`src/rtl/hs_pipe_slice_chain_pkg.sv`:
```
// hs_pipe_pkg: shared definitions for the handshake slice chain.
//   HS_MODE_*  : per-stage register modes (forward / backward / full skid)
//   hs_st_e    : occupancy state of a fully registered stage
//   hs_lvl_w() : width of the occupancy counter for a given stage count
package hs_pipe_pkg;

  localparam int HS_MODE_FWD  = 0;
  localparam int HS_MODE_BWD  = 1;
  localparam int HS_MODE_FULL = 2;

  typedef enum logic [1:0] {
    ST_EMPTY,
    ST_HALF,
    ST_FULL
  } hs_st_e;

  // Counter must hold 0..2*stages (worst case is the 2-entry mode).
  function automatic int hs_lvl_w(input int stages);
    return $clog2(2 * stages + 1);
  endfunction

endpackage

```
`src/rtl/hs_pipe_slice_chain_stage.sv`:
```
// hs_pipe_stage: one valid/ready register slice.
//   clk, rst_n            : clock, synchronous active-low reset
//   in_valid_i/in_data_i  : upstream word, in_ready_o back-pressure
//   out_valid_o/out_data_o: downstream word, out_ready_i back-pressure
// MODE selects the registered path: forward (v/d), backward (skid) or both.
module hs_pipe_stage
  import hs_pipe_pkg::*;
#(
  parameter int WORD_WIDTH = 8,
  parameter int MODE       = HS_MODE_FULL
) (
  input  logic                  clk,
  input  logic                  rst_n,
  input  logic                  in_valid_i,
  input  logic [WORD_WIDTH-1:0] in_data_i,
  output logic                  in_ready_o,
  output logic                  out_valid_o,
  output logic [WORD_WIDTH-1:0] out_data_o,
  input  logic                  out_ready_i
);

  if (MODE == HS_MODE_FWD) begin : g_fwd
    logic                  v_q;
    logic [WORD_WIDTH-1:0] d_q;

    // Can refill in the same cycle the held word leaves.
    assign in_ready_o  = !v_q || out_ready_i;
    assign out_valid_o = v_q;
    assign out_data_o  = d_q;

    always_ff @(posedge clk) begin
      if (!rst_n) begin
        v_q <= 1'b0;
        d_q <= '0;
      end else if (in_valid_i && in_ready_o) begin
        v_q <= 1'b1;
        d_q <= in_data_i;
      end else if (v_q && out_ready_i) begin
        v_q <= 1'b0;
      end
    end
  end else if (MODE == HS_MODE_BWD) begin : g_bwd
    logic                  skv_q;
    logic [WORD_WIDTH-1:0] skd_q;

    // Data passes straight through; the skid catches the word offered
    // in the cycle downstream stalls, so ready can be a flop.
    assign in_ready_o  = !skv_q;
    assign out_valid_o = in_valid_i || skv_q;
    assign out_data_o  = skv_q ? skd_q : in_data_i;

    always_ff @(posedge clk) begin
      if (!rst_n) begin
        skv_q <= 1'b0;
        skd_q <= '0;
      end else if (in_valid_i && !skv_q && !out_ready_i) begin
        skv_q <= 1'b1;
        skd_q <= in_data_i;
      end else if (out_valid_o && out_ready_i) begin
        skv_q <= 1'b0;
      end
    end
  end else if (MODE == HS_MODE_FULL) begin : g_full
    hs_st_e                state_q, state_d;
    logic [WORD_WIDTH-1:0] m_q, m_d, sk_q, sk_d;
    logic                  in_hs, out_hs;

    assign in_ready_o  = (state_q != ST_FULL);
    assign out_valid_o = (state_q != ST_EMPTY);
    assign out_data_o  = m_q;
    assign in_hs       = in_valid_i && in_ready_o;
    assign out_hs      = out_valid_o && out_ready_i;

    always_ff @(posedge clk) begin
      if (!rst_n) begin
        state_q <= ST_EMPTY;
        m_q     <= '0;
        sk_q    <= '0;
      end else begin
        state_q <= state_d;
        m_q     <= m_d;
        sk_q    <= sk_d;
      end
    end

    always_comb begin
      state_d = state_q;
      m_d     = m_q;
      sk_d    = sk_q;
      case (state_q)
        ST_EMPTY: if (in_hs) begin
          state_d = ST_HALF;
          m_d     = in_data_i;
        end
        ST_HALF: begin
          if (in_hs && out_hs) begin
            m_d = in_data_i;
          end else if (in_hs) begin
            state_d = ST_FULL;
            sk_d    = in_data_i;
          end else if (out_hs) begin
            state_d = ST_EMPTY;
          end
        end
        ST_FULL: if (out_hs) begin
          state_d = ST_HALF;
          m_d     = sk_q;
        end
        default: state_d = ST_EMPTY;
      endcase
    end
  end else begin : g_bad_mode
    $error("hs_pipe_stage: MODE must be 0, 1 or 2");
  end

endmodule

```
`src/rtl/hs_pipe_slice_chain.sv`:
```
// hs_pipe_slice_chain: STAGES valid/ready slices in series with occupancy.
//   clk, rst_n              : clock, synchronous active-low reset
//   up_valid/up_data        : producer side, up_ready back-pressure
//   down_valid/down_data    : consumer side, down_ready back-pressure
//   level                   : words currently held in the chain
//   stall_cnt (optional)    : saturating count of down_valid && !down_ready
// Build option: define HS_STALL_CNT_EN to add the stall_cnt port.
module hs_pipe_slice_chain
  import hs_pipe_pkg::*;
#(
  parameter  int WORD_WIDTH = 8,
  parameter  int STAGES     = 2,
  parameter  int MODE       = HS_MODE_FULL,
  localparam int LVL_W      = hs_lvl_w(STAGES)
) (
  input  logic                  clk,
  input  logic                  rst_n,
  input  logic                  up_valid,
  input  logic [WORD_WIDTH-1:0] up_data,
  output logic                  up_ready,
  output logic                  down_valid,
  output logic [WORD_WIDTH-1:0] down_data,
  input  logic                  down_ready,
  output logic [LVL_W-1:0]      level
`ifdef HS_STALL_CNT_EN
  ,
  output logic [15:0]           stall_cnt
`endif
);

  logic             ready_en_q;
  logic             accept_en;
  logic [LVL_W-1:0] level_q;
  logic             up_hs, down_hs;

  // rst_n is folded in so the head is closed in every reset cycle, not
  // just from the edge after reset is first sampled.
  assign accept_en = ready_en_q & rst_n;

  always_ff @(posedge clk) begin
    if (!rst_n) ready_en_q <= 1'b0;
    else        ready_en_q <= 1'b1;
  end

  for (genvar k = 0; k < STAGES; k++) begin : g_st
    logic                  in_v, in_r, out_v, out_r;
    logic [WORD_WIDTH-1:0] in_d, out_d;

    hs_pipe_stage #(
      .WORD_WIDTH (WORD_WIDTH),
      .MODE       (MODE)
    ) u_stage (
      .clk         (clk),
      .rst_n       (rst_n),
      .in_valid_i  (in_v),
      .in_data_i   (in_d),
      .in_ready_o  (in_r),
      .out_valid_o (out_v),
      .out_data_o  (out_d),
      .out_ready_i (out_r)
    );

    if (k == 0) begin : g_head
      // Gate valid too: in pass-through mode an ungated word would reach
      // the output without being counted as accepted.
      assign in_v = up_valid & accept_en;
      assign in_d = up_data;
    end else begin : g_link
      assign in_v = g_st[k-1].out_v;
      assign in_d = g_st[k-1].out_d;
    end

    if (k == STAGES - 1) begin : g_tail
      assign out_r = down_ready;
    end else begin : g_mid
      assign out_r = g_st[k+1].in_r;
    end
  end

  assign up_ready   = g_st[0].in_r & accept_en;
  assign down_valid = g_st[STAGES-1].out_v;
  assign down_data  = g_st[STAGES-1].out_d;

  assign up_hs   = up_valid && up_ready;
  assign down_hs = down_valid && down_ready;

  always_ff @(posedge clk) begin
    if (!rst_n) begin
      level_q <= '0;
    end else if (up_hs && !down_hs) begin
      level_q <= level_q + LVL_W'(1);
    end else if (down_hs && !up_hs) begin
      level_q <= level_q - LVL_W'(1);
    end
  end

  assign level = level_q;

`ifdef HS_STALL_CNT_EN
  logic [15:0] stall_q;

  always_ff @(posedge clk) begin
    if (!rst_n) begin
      stall_q <= '0;
    end else if (down_valid && !down_ready && stall_q != 16'hFFFF) begin
      stall_q <= stall_q + 16'd1;
    end
  end

  assign stall_cnt = stall_q;
`endif

endmodule

```
`config.mk`:
```
export PLATFORM = sky130hd
export DESIGN_NAME = hs_pipe_slice_chain
export DESIGN_NICKNAME = d
export VERILOG_FILES = /design/src/rtl/hs_pipe_slice_chain_pkg.sv /design/src/rtl/hs_pipe_slice_chain_stage.sv /design/src/rtl/hs_pipe_slice_chain.sv
export SDC_FILE = /design/constraint.sdc
export NUM_CORES = 1
export LEC_CHECK = 0
export ABC_AREA = 1
export BUFFER_PORTS_ARGS = -buffer_cell sky130_fd_sc_hd__clkbuf_2
export CORE_AREA = 2 2 69 71
export DETAILED_ROUTE_END_ITERATION = 6
export DIE_AREA = 0 0 71 73
export GPL_TIMING_DRIVEN = 0
export PLACE_DENSITY_LB_ADDON = 0.2
export SYNTH_ARGS = -nofsm -noshare
export SYNTH_HDL_FRONTEND = slang
export SYNTH_SLANG_ARGS = --single-unit
```
`constraint.sdc`:
```
create_clock -name clk -period 2.65 [get_ports clk]
set_clock_uncertainty 0.2 [all_clocks]
set_input_delay 0.53 -clock clk [delete_from_list [all_inputs] [get_ports clk]]
set_output_delay 0.53 -clock clk [all_outputs]
set_load 0.01 [all_outputs]
```
# ---- After elaboration in Yosys (flattened, before gate mapping)
# Index checks and enable logic that the tools add are counted.
dict set report totals {
  ff_bits 40
  elab_cells 76
}
dict set report classes {
  add_sub_neg 2
  n_eq_ne 16
  n_mux 22
  n_bitwise 5
  n_reduce_logical 23
}
# cell count
set op_table {}
lappend op_table {{$mux 8} 6}
lappend op_table {{$pmux 8 s3} 2}
lappend op_table {{$mux 2} 9}
lappend op_table {{$reduce_and 4->1} 4}
lappend op_table {{$ne 2x2->1 const B} 6}
lappend op_table {{$pmux 2 s3} 2}
lappend op_table {{$logic_and 1x1->1} 8}
lappend op_table {{$ne 2x1->1 const B} 4}
lappend op_table {{$mux 3} 2}
lappend op_table {{$reduce_and 3->1} 2}
lappend op_table {{$reduce_bool 2->1} 3}
lappend op_table {{$reduce_bool 3->1} 2}
lappend op_table {{$eq 2x1->1 const B} 2}
lappend op_table {{$eq 2x2->1 const B} 2}
lappend op_table {{$logic_not 2->1} 2}
lappend op_table {{$add 3x1->3 const B} 1}
lappend op_table {{$and 1x1->1} 3}
lappend op_table {{$ne 3x1->1 const B} 1}
lappend op_table {{$ne 3x3->1 const B} 1}
lappend op_table {{$sub 3x1->3 const B} 1}
lappend op_table {{$logic_not 1->1} 2}
lappend op_table {{$not 1->1} 2}
lappend op_table {{$mux 1} 1}

# ---- Logic depth before layout (Yosys ltp)
# Gate-level depths: netlist (run 1).
dict set report depth {
  word_depth 7
  mapped_depth 10
}

# ---- Cells and area by module
# From an unflattened synthesis (run 1), not the netlist that was laid out.
dict set report unflattened {
  hier_cells 276
  hier_area_um2 1993.2
}
# module instances cells_each area_each_um2
set by_module_without_submodules {}
lappend by_module_without_submodules {{hs_pipe_stage at g_st[0].u_stage} 1 134 918.4}
lappend by_module_without_submodules {{hs_pipe_stage at g_st[1].u_stage} 1 111 850.8}
lappend by_module_without_submodules {hs_pipe_slice_chain 1 31 224.0}

# ---- Worst setup path before layout (run 1)
# OpenSTA, ideal clock, no wires.
dict set report synth_path {
  path_kind {input port to flip-flop}
  startpoint {input up_valid}
  endpoint {register level_q[2], in the netlist level[2]}
  setup_ps 122
  arrival_ps 1712
  required_ps 2328
  path_slack_ps 616
  cell_stages 9
  path_cell_list {nand3_2 -> nor2_4 -> ha_1 -> inv_1 -> fa_1 -> a21oi_1 -> o21ai_0 -> o21ai_0 -> a21oi_1}
}
dict set report synth_via {
  elab_chain_cells 4
  elab_cells_between_ends 6
  cone_classes {1 x mux; 5 x reduce/logical}
}
# item line
set synth_lines {}
lappend synth_lines {{start, declared} hs_pipe_slice_chain.sv:18} ;# input logic up_valid,
lappend synth_lines {{$logic_and 1x1->1 *} hs_pipe_slice_chain.sv:84} ;# assign up_hs = up_valid && up_ready;
lappend synth_lines {{$logic_not 1->1} hs_pipe_slice_chain.sv:92} ;# end else if (down_hs && !up_hs) begin
lappend synth_lines {{$logic_and 1x1->1} hs_pipe_slice_chain.sv:92}
lappend synth_lines {{$reduce_bool 2->1 (no line)} -}
lappend synth_lines {{end signal, assigned} hs_pipe_slice_chain.sv:91} ;# level_q <= level_q + LVL_W'(1);
lappend synth_lines {{end signal, assigned} hs_pipe_slice_chain.sv:93} ;# level_q <= level_q - LVL_W'(1);
lappend synth_lines {{end, declared} hs_pipe_slice_chain.sv:33} ;# logic [LVL_W-1:0] level_q;
# Every way passes the cells marked *; elsewhere a longest branch is shown, timed or not.
# A chain may end at the register's enable or synchronous reset.

# ---- Worst setup path after layout (run 1)
dict set report layout_path {
  startpoint {input rst_n}
  endpoint {output up_ready}
}
dict set report layout_via {
  elab_chain_cells 2
}
# item line
set layout_lines {}
lappend layout_lines {{start, declared} hs_pipe_slice_chain.sv:17} ;# input logic rst_n,
lappend layout_lines {{$and 1x1->1} hs_pipe_slice_chain.sv:38} ;# assign accept_en = ready_en_q & rst_n;
lappend layout_lines {{$and 1x1->1} hs_pipe_slice_chain.sv:80} ;# assign up_ready = g_st[0].in_r & accept_en;
lappend layout_lines {{end, declared} hs_pipe_slice_chain.sv:20} ;# output logic up_ready,
# No other way between the ends.

==> results.md, run 1 <==
- Outcome: complete, no violations
- Largest family of logic cells by synthesized area: simple AND/OR/NAND/NOR gates
- Global route total overflow: 0
- Post-Synth Adder-Cell Area: 1.71%
- Synth Area in Simple Gates: 28.0%
- DP Worst Slack: 0.356 ns
- Net Count, Synth: 284
- Number of antenna violations at the first check in global routing: 0
- Clock Latency Late Sink: 0.28 ns
- Post-route cell area: 0.00218 mm2
- CTS tree: built
- Hold depth: 1
- First-pass GRT wire length: 6680 um
- WP data arrival: 1.49 ns
- H-tree lvl count: 2
- Achievable clock frequency: 451 MHz
- Yosys warning count: 0
- Reg2Reg Depth: 10
- Gate Count Post-Synth: 270
- Final nets: 315
- Unrepaired setup endpoints after global routing: false
- Min Hold Slack: 0.221 ns
- IO Port Bufs: 24
- #FFs+latches synth: 40
- Clock tree buffer depth: 2
- Startpoint types: primary input
- Fin worst setup slack: 0.431 ns
- Multi-input logic area: 882 um2
- CP Class: in2out
- Synth area leader: dfxtp_1
- Max Slew Vio Count: 0
- Yosys cell types: 24
- Util after Layout: 48.1%
- Post-detailed-placement half-perimeter wirelength: 2710 um
- Core box area: 0.00454 mm2
- Dpl cells: 348
- Top cell type's share of synthesized area: 42.1%
- Final wirelength: 3690 um
- Clk root buf: clkbuf_8
- Register Area: 801 um2
- Cts hold-fix bufs: 0
- PnR Total Power: 1.16 mW
- Post-DP Area: 0.00209 mm2
- GRT Resource Usage Total: 16.0%
- 1st-pass router iterations: 4
- Diode count: 0
- Most common cell in the synthesized netlist: nand2_1
- Min-delay worst type: in2reg
- DRT antenna net count: 0
- Die H: 73 um
- Worst-path clk slew: 0.07 ns
- PostCTS Resize Cnt: 0
- Top_reg_cell synth: dfxtp_1
- Top cells by count, synth: nand2_1, dfxtp_1, inv_1, a21oi_1, nor2_1
- Crit. End Element: primary output
- Die Wd: 71 um
- Mux contribution to synthesized area: 0%
- Num rows: 25
- Via density: 4.59
- Post-CTS setup buffers: 0
- Synth Area in XOR/XNOR: 0.460%
- R2R Setup Slk: 0.59 ns
- Fraction of layout cells with a size suffix above 1: 18.2%
- Number of synthesized flops with an enable pin: 0
- Largest net degree at the start of global routing: 12
- Leak Pwr: 0.968 nW
- Mapped cell area: 0.00190 mm2
- Die area: 0.00518 mm2
- Iteration-0 DRC Markers: 85
- # DRC: 0
- CP max FO: 10
- Max_slew headroom: 62.0%
- Finish-stage setup viols: 0
- Worst ir drop on vdd: 0.000368 V
- Worst endpoint required time: 1.92 ns
- Worst-Margin Slew: 0.570 ns
- Fin crit period: 2.22 ns
- Vias: 1633
- Post-synthesis sequential area ratio: 42.1%
- Area Growth Syn to Fin: 14.6%
- FFs w/ async S/R, synth: 0%
- Power per standard cell area: 531 mW/mm2
- # IOs: 25
- WL per Instance: 10.4 um
- GPL Wtd Cong: 0.773
- Fillers: 479
- Clk sinks: 40
- Final hold vios: 0
- Synth area leaders: dfxtp_1, nand2_1, a21oi_1, inv_1, o21ai_0
- # Max-Cap Violations: 0
- Vias in the first global route: 1518
- Inserted Clock Buffers: 5
- Period utilization: 83.7%
- Compound-gate portion of the synthesized area: 16.2%
- Final setup TNS: 0 ns
- Mean Syn Cell Area: 7.05 um2
- Fin cells: 356
- Starting density of the core: 42.0%
power by group:
part	switching (mW)	leakage, nW	internal, mW
logic	0.0681	0.598	0.0475
registers	0.0123	0.325	0.619
clock network	0.199	0.0455	0.212
total	0.279	0.968	0.879
logic make-up (layout without fill, tap and decap cells):
| group | Yosys count | count (layout) |
|---|---|---|
| adder cells (fa/ha/maj) | 2 | 2 |
| flip-flops | 40 | 40 |
| XOR/XNOR | 1 | 1 |
| AND/OR/NAND/NOR | 117 | 117 |
| buffers and inverters | 50 | 82 |
| AO/OA/AOI/OAI | 60 | 60 |
layer usage:
| layer | global-route usage, % | wire length, um |
|---|---|---|
| met1 | 21.0 | 1950 |
| met2 | 26.8 | 1600 |
| met3 | 3.31 | 100 |
| met4 | 4.40 | 39 |
| met5 | 0 | 0 |
registers in the layout, indices dropped and copies added, names as in the netlist:
signal	cells
level	3
g_st.u_stage.g_full.sk_q	16
g_st.u_stage.g_full.state_q	4
g_st.u_stage.out_data_o	16
ready_en_q	1
cells in the final DEF, fill, tap and decap left out, types with 5 or more instances in the layout:
cell,synthesis,layout
dfxtp_1,40,40
clkbuf_1,3,5
nand2_1,58,58
clkbuf_8,0,6
nor2_1,28,28
inv_1,35,35
nand3_1,18,18
o21ai_0,26,26
clkbuf_2,0,24
a21oi_1,30,30
layout make-up:
class | instances | share of cell area (%)
inverters | 39 | 6.83
well taps | 54 | 3.10
multi-input cells | 180 | 40.4
clock buffers | 8 | 4.13
repair buffers | 24 | 5.51
plain buffers | 11 | 3.27
flip-flops and latches | 40 | 36.7
path summary, 6_finish.rpt:
path                                                        from                                     endpoint
hold reg to reg      g_st[1].u_stage.g_full.sk_q[5]$_SDFFE_PN0P_  g_st[1].u_stage.g_full.sk_q[5]$_SDFFE_PN0P_
setup reg to reg  g_st[1].u_stage.g_full.state_q[0]$_SDFFE_PN0P_                        level[2]$_SDFFE_PN0P_
setup / recovery                                           rst_n                                     up_ready
hold / removal                                             rst_n                           ready_en_q$_DFF_P_
critical path: stages:
cell and delay, ns:
clkbuf_2 0.13, clkbuf_1 0.46, nand2_1 0.10, nor2_1 0.13, clkbuf_2 0.14
No activity file was read; power rests on OpenSTA's default activity.
==> run 2: changes to the inputs <==
Settings changed: ABC_AREA 1 to 0, CORE_AREA 2 2 69 71 to 2 2 67 69, DIE_AREA 0 0 71 73 to 0 0 69 71.
Clock period 2.65 ns to 2.11 ns, I/O delays scaled along.
==> results.md, run 2 <==
- Final setup TNS: 0 ns (unchanged)
- Crit. End Element: register
- Most common cell after layout, fill and taps aside: dfxtp_1
- Fraction of layout cells with a size suffix above 1: 33.8% (+16 points)
- Yosys warning count: 0 (unchanged)
- Multi-input logic area: 963 um2 (+9.2%)
- Post-synthesis sequential area ratio: 44.4% (+2.4 points)
- Leak Pwr: 0.930 nW (-3.9%)
- Reg2Reg Depth: 8 (-2)
- Outcome: complete, no violations
- Synth area leaders: dfxtp_1, nand2_1, nand3_1, mux2i_1, mux2_2
- IO Port Bufs: 24 (unchanged)
- Core box area: 0.00420 mm2 (-7.3%)
- Worst ir drop on vdd: 0.000378 V (+2.7%)
- Via density: 5.18 (+13%)
- Num rows: 24 (-4.0%)
- # Max-Cap Violations: 0 (unchanged)
- Hold Startpoint: rst_n
- #FFs+latches synth: 40 (unchanged)
- Startpoint types: register
- R2R Setup Slk: 0.09 ns (-0.50 ns)
- FFs w/ async S/R, synth: 0% (unchanged)
- Final nets: 236 (-25%)
- Number of synthesized flops with an enable pin: 0 (unchanged)
- Largest net degree at the start of global routing: 13 (+1)
- Period utilization: 95.7%
- Int Pwr: 1.29 mW (+47%)
- Top cells by count, synth: dfxtp_1, nand2_1, nand3_1, o21ai_0, mux2i_1
- Gate Count Post-Synth: 189 (-30%)
- Top cell type's share of synthesized area: 44.4% (+2.4 points)
- Net Count, Synth: 203 (-29%)
- Max Slew Vio Count: 0 (unchanged)
- Hold depth: 1 (unchanged)
- Power per standard cell area: 738 mW/mm2 (+39%)
- WP data arrival: 2.05 ns (+0.56 ns)
- Fin crit period: 2.02 ns
- Final wirelength: 3630 um (-1.8%)
- Post-detailed-placement half-perimeter wirelength: 2650 um (-2.4%)
- Psw: 0.332 mW (+19%)
- Synth area leader: dfxtp_1
- Register Area: 811 um2 (+1.3%)
- Finish-stage setup viols: 0 (unchanged)
- Diode count: 0 (unchanged)
- Seq pwr share: 48.1% (-6.4 points)
- Util after Layout: 52.3% (+4.2 points)
- Yosys cell types: 40 (+67%)
- Iteration-0 DRC Markers: 89 (+4.7%)
- CP Class: reg2reg
- GPL Wtd Cong: 0.739 (-4.4%)
- CP max FO: 2 (-8)
- Worst-path clk slew: 0.08 ns (about the same)
- Clk sinks: 40 (unchanged)
- Achievable clock frequency: 495 MHz
- Clock Latency Late Sink: 0.29 ns (about the same)
- CTS tree: built
- Vias in the first global route: 1370 (-9.7%)
- Worst-Margin Slew: 0.557 ns (-0.0134 ns)
- Min-delay worst type: in2reg
- Part of the power in the clock network: 44.4% (+8.9 points)
- Switch share: 20.4% (-3.7 points)
- R2R Path End: level[2]$_SDFFE_PN0P_
- Mean Syn Cell Area: 9.53 um2 (+35%)
- Combinational share of power: 7.5% (-2.5 points)
- R2R Path Start: g_st[1].u_stage.g_full.state_q[1]$_SDFFE_PN0P_
- Inserted Clock Buffers: 5 (unchanged)
- Starting density of the core: 42.9% (+0.90 points)
- Top_reg_cell synth: dfxtp_1
- 1st-pass router iterations: 4 (unchanged)
- Worst endpoint required time: 2.14 ns (+0.22 ns)
- Number of antenna violations at the first check in global routing: 0 (unchanged)
- Max_slew headroom: 62.7% (+0.67 points)
- Unrepaired setup endpoints after global routing: true
- Area Growth Syn to Fin: 22.1%
- Hold Path End: ready_en_q$_DFF_P_
- Most frequent cells in the layout: dfxtp_1, nand2_1, clkbuf_2, nand3_1, o21ai_0
- # DRC: 0 (unchanged)
- Clock tree buffer depth: 2 (unchanged)
- Clk root buf: clkbuf_8
- H-tree lvl count: 2 (unchanged)
- # IOs: 25 (unchanged)
- Most common cell in the synthesized netlist: dfxtp_1
- DRT antenna net count: 0 (unchanged)
- Die area: 0.00490 mm2 (-5.5%)
- Global route total overflow: 0 (unchanged)
- Mapped cell area: 0.00180 mm2 (-5.3%)
- Die H: 71 um (-2.7%)
- GRT Resource Usage Total: 16.1% (+0.16 points)
- Die Wd: 69 um (-2.8%)
- Fillers: 427 (-11%)
- First-pass GRT wire length: 6240 um (-6.6%)
- WL per Instance: 13.2 um (+28%)
- Cts hold-fix bufs: 0 (unchanged)
- Vias: 1418 (-13%)
- Min Hold Slack: 0.0679 ns (-0.153 ns)
- Final hold vios: 0 (unchanged)
[run 2: routing by layer]
layer / track usage (%) / part of all wire (%) / vias to the layer above
met3: 4.56 / 3.1 / 8
met1: 19.8 / 48 / 665
met4: 6.54 / 1.9 / 0
met5: 0 / 0 / -
li1: - / - / 731
met2: 26.8 / 47 / 14
[run 2: worst max path at each step]
stage | start | end | slack (ns) | cells past startpoint
after detailed placement | rst_n | level[2]$_SDFFE_PN0P_ | -0.24 | 10
after CTS | g_st[1].u_stage.g_full.state_q[1]$_SDFFE_PN0P_ | level[2]$_SDFFE_PN0P_ | 0.01 | 8
final | g_st[1].u_stage.g_full.state_q[1]$_SDFFE_PN0P_ | level[2]$_SDFFE_PN0P_ | 0.09 | 8
after floorplan | rst_n | level[2]$_SDFFE_PN0P_ | 0.007 | 9
after global routing | g_st[1].u_stage.g_full.state_q[1]$_SDFFE_PN0P_ | level[2]$_SDFFE_PN0P_ | -0.007 | 8
after global placement | rst_n | level[2]$_SDFFE_PN0P_ | -0.22 | 10
[run 2: cell families (layout without fill, tap and decap cells)]
family | Yosys count | in the layout | share of synthesized area, %
flops | 40 | 40 | 44.4
simple gates | 71 | 71 | 20.7
xor+xnor | 3 | 3 | 1.46
buf+inv | 16 | 49 | 4.72
mux | 17 | 17 | 10.0
fa+ha+maj | 2 | 2 | 1.81
compound gates | 40 | 40 | 16.9
[run 2: power groups by stage]
stage | combinational, mW | clock [mW] | sequential, mW
6_report | 0.122 | 0.721 | 0.781
5_1_grt | 0.136 | 0.771 | 0.784
4_1_cts | 0.119 | 0.740 | 0.783
3_5_place_dp | 0.118 | 0 | 0.802
3_3_place_gp | 0.118 | 0 | 0.801
2_1_floorplan | 0.0707 | 0 | 0.805
[run 2: critical path: stages (launching register included)]
cell and delay [ns]:
dfxtp_4 0.34, or2_4 0.26, nand2_4 0.07, ha_4 0.12, inv_1 0.04, fa_2 0.33, xor2_1 0.15, or3_1 0.30
a21boi_1 0.13
[run 2: repair_timing]
| action | 4_1_cts | 5_1_grt |
|---|---|---|
| endpoints found under the hold margin | 0 | 0 |
| buffers inserted | 1 | 2 |
| pin swaps | 0 | 2 |
| setup endpoints to repair | 1 | 2 |
| resized for setup | 3 | 9 |
[run 2: final cells by class]
class | count | area share [%]
Timing Repair Buffer | 27 | 6.48
Clock inverter | 2 | 2.73
Inverter | 2 | 0.341
Buffer | 13 | 3.70
Multi-Input combinational cell | 133 | 43.8
Sequential cell | 40 | 36.9
Clock buffer | 5 | 3.13
Tap cell | 52 | 2.96
[run 2: stage by stage]
stage | std cells | cell area (um2) | power (mW) | worst slack [ns]
floorplan | 189 | 1840 | 0.875 | 0.00727
global placement | 265 | 2020 | 0.919 | -0.215
detailed placement | 265 | 2020 | 0.920 | -0.236
CTS | 272 | 2160 | 1.64 | 0.0131
global route | 274 | 2200 | 1.69 | -0.00687
finish | 274 | 2200 | 1.62 | 0.0900
